--- src/rtl/hough_out_capture.sv ---
// Capture stage behind the Hough accumulator: turns a Pixel/Frame/Line stream into
// (x, y, data) records, measures frame size, counts frames and flags ragged lines/overflow.
module hough_out_capture #(
  parameter int unsigned PIXEL_W        = 11,
  parameter int unsigned COORD_W        = 8,
  parameter int unsigned CAPTURE_FRAMES = 2,
  parameter int unsigned FCNT_W         = 8
) (
  input  logic               Clk,
  input  logic               nReset,
  input  logic               Arm,
  input  logic [PIXEL_W-1:0] PixelIn,
  input  logic               PixelEn,
  input  logic               FrameIn,
  input  logic               LineIn,
  output logic [PIXEL_W-1:0] PixelOut,
  output logic [COORD_W-1:0] XOut,
  output logic [COORD_W-1:0] YOut,
  output logic               ValidOut,
  output logic               FrameStart,
  output logic               FrameDone,
  output logic [COORD_W-1:0] WidthOut,
  output logic [COORD_W-1:0] HeightOut,
  output logic [FCNT_W-1:0]  FrameCount,
  output logic               LineErr,
  output logic               Overflow,
  output logic               Busy,
  output logic               Done
);

  typedef enum logic [1:0] {ARMED, CAPTURE, DONE} state_e;

  localparam logic [COORD_W-1:0] CMAX   = '1;
  // Separate frame counter so DONE is reached even if FrameCount wraps.
  localparam int unsigned        DCNT_W = $clog2(CAPTURE_FRAMES + 1);
  localparam logic [DCNT_W-1:0]  CF     = DCNT_W'(CAPTURE_FRAMES);

  state_e state_q, state_d;

  logic [PIXEL_W-1:0] pix_q, pix_d;
  logic [COORD_W-1:0] xo_q, xo_d, yo_q, yo_d;
  logic               valid_q, valid_d, fstart_q, fstart_d, fdone_q, fdone_d;
  logic [COORD_W-1:0] width_q, width_d, height_q, height_d;
  logic [FCNT_W-1:0]  fcount_q, fcount_d;
  logic               lineerr_q, lineerr_d, ovf_q, ovf_d;
  logic [COORD_W-1:0] x_q, x_d, y_q, y_d, refw_q, refw_d;
  logic               refok_q, refok_d;
  logic [DCNT_W-1:0]  frames_q, frames_d;

  logic [COORD_W-1:0] line_len;
  logic               last_frame;

  assign line_len   = (x_q == CMAX) ? CMAX : x_q + COORD_W'(1);
  assign last_frame = (frames_q + DCNT_W'(1)) == CF;

  always_ff @(posedge Clk or negedge nReset) begin
    if (!nReset) state_q <= ARMED;
    else         state_q <= state_d;
  end

  always_comb begin
    state_d = state_q;
    if (Arm) begin
      state_d = ARMED;
    end else if (PixelEn && FrameIn) begin
      case (state_q)
        ARMED:   state_d = CAPTURE;
        CAPTURE: if (last_frame) state_d = DONE;
        default: state_d = state_q;
      endcase
    end
  end

  always_comb begin
    pix_d     = pix_q;
    xo_d      = xo_q;
    yo_d      = yo_q;
    valid_d   = 1'b0;
    fstart_d  = 1'b0;
    fdone_d   = 1'b0;
    width_d   = width_q;
    height_d  = height_q;
    fcount_d  = fcount_q;
    lineerr_d = lineerr_q;
    ovf_d     = ovf_q;
    x_d       = x_q;
    y_d       = y_q;
    refw_d    = refw_q;
    refok_d   = refok_q;
    frames_d  = frames_q;
    if (Arm) begin
      x_d       = '0;
      y_d       = '0;
      width_d   = '0;
      height_d  = '0;
      fcount_d  = '0;
      lineerr_d = 1'b0;
      ovf_d     = 1'b0;
      refok_d   = 1'b0;
      frames_d  = '0;
    end else if (PixelEn) begin
      case (state_q)
        ARMED: begin
          if (FrameIn) begin
            x_d      = '0;
            y_d      = '0;
            refok_d  = 1'b0;
            fstart_d = 1'b1;
            valid_d  = 1'b1;
          end
        end
        CAPTURE: begin
          // FrameIn closes the current line exactly like LineIn does.
          if (FrameIn || LineIn) begin
            if (refok_q && (line_len != refw_q)) lineerr_d = 1'b1;
            if (!refok_q) begin
              refw_d  = line_len;
              refok_d = 1'b1;
            end
          end
          if (FrameIn) begin
            fdone_d  = 1'b1;
            width_d  = refok_q ? refw_q : line_len;
            height_d = (y_q == CMAX) ? CMAX : y_q + COORD_W'(1);
            fcount_d = fcount_q + FCNT_W'(1);
            frames_d = frames_q + DCNT_W'(1);
            if (!last_frame) begin
              x_d      = '0;
              y_d      = '0;
              refok_d  = 1'b0;
              fstart_d = 1'b1;
              valid_d  = 1'b1;
            end
          end else if (LineIn) begin
            x_d = '0;
            if (y_q == CMAX) ovf_d = 1'b1;
            else             y_d   = y_q + COORD_W'(1);
            valid_d = 1'b1;
          end else begin
            if (x_q == CMAX) ovf_d = 1'b1;
            else             x_d   = x_q + COORD_W'(1);
            valid_d = 1'b1;
          end
        end
        default: ;
      endcase
    end
    if (valid_d) begin
      pix_d = PixelIn;
      xo_d  = x_d;
      yo_d  = y_d;
    end
  end

  always_ff @(posedge Clk or negedge nReset) begin
    if (!nReset) begin
      pix_q     <= '0;
      xo_q      <= '0;
      yo_q      <= '0;
      valid_q   <= 1'b0;
      fstart_q  <= 1'b0;
      fdone_q   <= 1'b0;
      width_q   <= '0;
      height_q  <= '0;
      fcount_q  <= '0;
      lineerr_q <= 1'b0;
      ovf_q     <= 1'b0;
      x_q       <= '0;
      y_q       <= '0;
      refw_q    <= '0;
      refok_q   <= 1'b0;
      frames_q  <= '0;
    end else begin
      pix_q     <= pix_d;
      xo_q      <= xo_d;
      yo_q      <= yo_d;
      valid_q   <= valid_d;
      fstart_q  <= fstart_d;
      fdone_q   <= fdone_d;
      width_q   <= width_d;
      height_q  <= height_d;
      fcount_q  <= fcount_d;
      lineerr_q <= lineerr_d;
      ovf_q     <= ovf_d;
      x_q       <= x_d;
      y_q       <= y_d;
      refw_q    <= refw_d;
      refok_q   <= refok_d;
      frames_q  <= frames_d;
    end
  end

  assign PixelOut   = pix_q;
  assign XOut       = xo_q;
  assign YOut       = yo_q;
  assign ValidOut   = valid_q;
  assign FrameStart = fstart_q;
  assign FrameDone  = fdone_q;
  assign WidthOut   = width_q;
  assign HeightOut  = height_q;
  assign FrameCount = fcount_q;
  assign LineErr    = lineerr_q;
  assign Overflow   = ovf_q;
  assign Busy       = (state_q == CAPTURE);
  assign Done       = (state_q == DONE);

endmodule

--- config.mk ---
export PLATFORM = sky130hd
export DESIGN_NAME = hough_out_capture
export DESIGN_NICKNAME = d
export VERILOG_FILES = /design/src/rtl/hough_out_capture.sv
export SDC_FILE = /design/constraint.sdc
export NUM_CORES = 1
export LEC_CHECK = 0
export BUFFER_PORTS_ARGS = -buffer_cell sky130_fd_sc_hd__buf_2
export CAP_MARGIN = 0
export CORE_MARGIN = 1.5
export CORE_UTILIZATION = 51
export DETAILED_ROUTE_END_ITERATION = 12
export GPL_ROUTABILITY_DRIVEN = 0
export PLACE_DENSITY = 0.86
export RECOVER_POWER = 25
export SLEW_MARGIN = 10
export SYNTH_ARGS = -nofsm -noshare
export SYNTH_HDL_FRONTEND = slang
export SYNTH_SLANG_ARGS = --single-unit
--- constraint.sdc ---
create_clock -name Clk -period 2.4 [get_ports Clk]
set_clock_uncertainty 0.2 [all_clocks]
set_input_delay 0.72 -clock Clk [delete_from_list [all_inputs] [get_ports Clk]]
set_output_delay 0.72 -clock Clk [all_outputs]
set_load 0.1 [all_outputs]
==> Word level (Yosys, flattened, before mapping) <==
Cells that the tools add are included.
{ "totals": {"register_bits": 85, "inputBits": 17, "out_inout_bits": 58} }
{ "op_classes": {"addsub": 4, "n_eq_ne": 10, "muxes": 71, "n_bitwise": 1, "n_reduce_logical": 18} }
{ "ops": {"columns": ["operator", "n"], "rows": [
  ["two-way mux 8 bit", 29],
  ["case mux 8 bit (2 select lines)", 2],
  ["two-way mux 1 bit", 29],
  ["adder 8 x 1 -> 8 bit (second input constant)", 3],
  ["equality test 8 bit (second input constant)", 2],
  ["two-way mux 2 bit", 7],
  ["nonzero test 2 bit", 6],
  ["AND reduction 3 bit", 3],
  ["inequality test 8 bit", 1],
  ["AND reduction 4 bit", 2],
  ["inequality test 3 x 2 -> 1 bit (second input constant)", 2],
  ["case mux 1 bit (2 select lines)", 3],
  ["nonzero test 3 bit", 2],
  ["AND reduction 5 bit", 1],
  ["equality test 2 bit (second input constant)", 2],
  ["case mux 2 bit (2 select lines)", 1],
  ["inequality test 3 bit (second input constant)", 1],
  ["adder 2 x 1 -> 2 bit (second input constant)", 1],
  ["equality test 2 x 1 -> 1 bit (second input constant)", 1],
  ["logical AND 1 bit", 2],
  ["logical NOT 2 bit", 1],
  ["inequality test 2 bit (second input constant)", 1],
  ["logical OR 1 bit", 1],
  ["NOT 1 bit", 1]
]} }

==> Logic depth before layout (Yosys ltp) <==
{ "depth": {"word_depth": 9, "ltp_mapped": 10} }

==> Worst setup path before layout <==
No wires, ideal clock.
{ "synth_path": {"kind": "register -> output", "from": "register state_q[0]", "to": "output Busy", "arrival_time_ns": 2.070, "t_required_ns": 1.480, "path_slack_ns": -0.590, "path_stages_with_launch": 4, "path_cell_list": "dfrtp_1 clkbuf_1 inv_1 nor2_1"} }
{ "synth_via": {"elab_chain_cells": 1} }
{ "synth_rtl": {"columns": ["item", "line", "source"], "rows": [
  ["start, declared", "38", "state_e state_q, state_d;"],
  ["start signal, assigned", "58", "else state_q <= state_d;"],
  ["equality test 2 x 1 -> 1 bit", "204", "assign Busy = (state_q == CAPTURE);"],
  ["end, declared", "27", "output logic Busy,"]
]} }
Every way passes these cells.

==> Worst setup path after layout <==
{ "layout_path": {"from": "register state_q[1]", "to": "output Done"} }
{ "layout_via": {"elab_chain_cells": 1} }
{ "layout_rtl": {"columns": ["item", "line", "source"], "rows": [
  ["equality test 2 bit", "205", "assign Done = (state_q == DONE);"],
  ["end, declared", "28", "output logic Done"]
]} }
Every way passes these cells.

==> run metrics <==
outcome=finished clean; WL final=11160 µm; power share of the sequential group=around half; Relative slew margins=a little under a quarter; clk_lat worst skew=360 ps; Initial Utilization=~53%; EDFF count, synth=0; DRC=0; CP max stage delay=about 630 ps; drt first pass iters=5; syn nets=slightly below 500; wire per inst=roughly 17 µm; Slew Limit Fails=0; Layout Area Growth over Synthesis=21.56%; Final Cycle Share=a little over nine tenths; RSZ-0062 raised after global routing=yes; DR vias=between 3000 and 4000; top-level I/O count=between 70 and 80; final-layout fill cell count=approximately 670; dpl ws=-75.91 ps; # H-tree levels=3; Synth async-reset ratio=100.0%; Ys Warns=0; Max Root-Sink Buffers=2; Most used DFF post-synth=dfrtp_1; CTS tree=done; initial antenna violation count=0; Worst setup SP type=flop; Rows=33; crit-path cells=nor2b_4 -> buf_12; Comb pwr share=19.3%; Antenna Nets Post-Route=0; PwrDens=approximately 590 nW/µm²; Yosys reg bits=85; # diodes=0; max cap viols=0; CP bufs+invs=1; Final Hold Fails=0; crit path from=state_q[1]$_DFFE_PN0P_; HP Class=flop to flop; final setup vio count=0; Worst-Margin Slew=1144 ps; die area=slightly above 9000 µm²; largest net degree at the start of global routing=86; Core ar.=between 8000 and 9000 µm²; Worst Path Max Fanout=12; setup repair bufs after CTS=0; clock share of power=32.1%; vias per cell=about 6; register area share after synthesis=around half; CP required=1480 ps; register area=between 2000 and 2500 µm²; area of the multi-input gates=between 2000 and 2500 µm²; Crit. End Element=output port; Clock transition at path regs=roughly 80 ps; Worst EP arrival=roughly 1400 ps; nets@finish=between 500 and 600; Syn Inst Count=between 400 and 500; Placed Cells=653; share of cells above drive strength 1=27.84%; clk root buf=clkbuf_8; CTS Buf Count=9; # clock sinks=85; DR iter-0 viols=282; Power Internal=roughly 0.0021 W; All-Layer GR Usage=roughly 26%; slowest CP cell=dfrtp_1; die width=between 90 and 100 µm; Psw=about 0.0010 W; Final WS setup=approximately 50 ps; mapped cell area=~4300 µm²; maximum clock rate=425.4 MHz; final worst path period need=2350 ps; mean post-synth cell area=9.231 µm²; Distinct cells, synth=70; RR Startpoint=x_q[1]$_DFF_PN0_; Max IR drop VDD=roughly 0.47 mV; post-DP HPWL=7876 µm; leakage=~2.5 nW; first-pass GRT wire length=18110 µm; Sw Ratio=between 30% and 40%; number of global-route vias before repair=3831; hold_sp=WidthOut[3]$_DFFE_PN0P_; crit-path leading delay family=flip-flops; CTS hold repair buffers=0; Setup CP Type=flop to output port; Die H=around 95 µm; total gr overflow=0; Port Buffer Count=between 70 and 80; Cell Count, Final, Fillers Out=around 670
==> cells in the mapped netlist (5+ instances only) <==
cell type,n,area share (%)
a21o_1,6,1.0
a21oi_1,18,2.1
a22o_1,12,2.4
a22oi_1,6,1.0
a31oi_1,7,1.0
buf_2,10,1.2
clkbuf_1,18,1.6
dfrtp_1,85,49
ha_1,6,1.7
inv_1,12,1.0
mux2_2,8,2.1
nand2_1,87,7.5
nand2b_1,5,0.72
nand3_1,12,1.4
nand4_1,5,0.72
nor2_1,36,3.1
nor2b_1,7,1.0
nor3_1,10,1.2
o21ai_0,38,4.4
xnor2_1,5,1.0
xor2_1,5,1.0
==> cell type report <==
type / count / share of cell area, %
flip-flops and latches: 85 / 40.44
repair buffers: 110 / 12.79
inverters: 14 / 0.9986
multi-input cells: 339 / 39.63
well taps: 105 / 2.496
clock inverters: 6 / 1.213
clock buffers: 10 / 2.425
==> worst paths after layout <==
check / end / slack [ps] / cells after the start
worst max-delay path: Done / 50 / 2
worst min-delay path: WidthOut[3]$_DFFE_PN0P_ / 280 / 2
worst min register to register: WidthOut[3]$_DFFE_PN0P_ / 280 / 2
worst max register to register: LineErr$_DFFE_PN0P_ / 60 / 10
min in group asynchronous: PixelOut[10]$_DFFE_PN0P_ / 510 / 2
max in group asynchronous: y_q[0]$_DFF_PN0_ / 710 / 2
==> cells in the final DEF, fill, tap and decap left out, types with 3 or more instances in the layout <==
cell      Yosys  layout
o21ai_0      38      38
inv_1        12      11
a22o_1       12      12
nor3_1       10       9
a211oi_1      4       3
xor2_1        5       5
buf_2        10      71
mux2i_1       4       4
a21o_1        6       6
nor2b_1       7       6
nand2b_1      5       5
ha_1          6       3
nand3_1      12      12
buf_4         1      35
xnor2_1       5       5
nand4_1       5       5
dfrtp_1      85      84
mux2_2        8       8
a21oi_1      18      18
and3_1        3       3
a22oi_1       6       6
a31oi_1       7       7
nor2_1       36      35
clkbuf_8      0       9
o31ai_1       3       3
nand2_1      87      86
==> layer usage <==
| metal | track usage (%) | share of wire [%] | wire length, µm |
|---|---|---|---|
| met3 | 5.183 | 6.0 | 675 |
| met2 | 43.20 | 51 | 5682 |
| met5 | 0 | 0 | 0 |
| met1 | 32.68 | 41 | 4540 |
| met4 | 11.57 | 2.4 | 263 |
==> stage by stage <==
stage / util [%] / TNS (ps) / hold slack [ps] / total power [W] / area [µm²]
floorplan: - / -86.53 / 224.4 / 0.001988 / 4357
global route: 64.05 / -37.69 / 307.9 / 0.003253 / 5263
global placement: 61.35 / -56.63 / 254.4 / 0.002135 / 5041
detailed placement: 61.35 / -143.5 / 261.3 / 0.002147 / 5041
CTS: 63.74 / 0 / 189.5 / 0.003153 / 5238
finish: 64.05 / 0 / 278.1 / 0.003125 / 5263
==> repair_timing <==
action	in CTS	in global routing
pin swaps	2	2
resized for setup	1	9
gates cloned	0	0
endpoints found under the setup margin	3	7
==> power by group through the flow <==
stage	registers, W	logic (W)	clock network, W
2_1_floorplan	0.00184	0.000149	0
3_3_place_gp	0.00154	0.000592	0
3_5_place_dp	0.00155	0.000602	0
4_1_cts	0.00152	0.000605	0.00103
5_1_grt	0.00153	0.000637	0.00109
6_report	0.00152	0.000603	0.00100
==> cells by family after synthesis <==
| logic type | count (synthesis) | share of synthesized area (%) |
|---|---|---|
| xor gates and xnor gates | 10 | 2.023 |
| muxes | 12 | 3.006 |
| adders and majority gates | 6 | 1.734 |
| DFF | 85 | 49.13 |
| and+or+nand+nor | 187 | 20.32 |
| AOI/OAI and AO/OA | 124 | 19.51 |
| buffers and inverters | 45 | 4.278 |
==> flip-flops by register name, summed over array words and instances, names as in the netlist <==
signal,count
FrameDone,1
ValidOut,1
LineErr,1
FrameStart,1
Overflow,1
state_q,2
HeightOut,8
YOut,8
x_q,8
PixelOut,11
refw_q,8
refok_q,1
WidthOut,8
XOut,8
FrameCount,8
frames_q,2
y_q,8
==> worst reg2reg max path, stage by stage (launching register included) <==
cell and delay, ps:
dfrtp_1 370, ha_2 200, nand2_2 70, nor3_4 140
inv_2 80, ha_4 170, xnor2_1 120, a2111oi_1 320
o221a_1 250, nand4_1 90, o31a_1 240
Note: power is estimated with default switching activity, not from simulation.
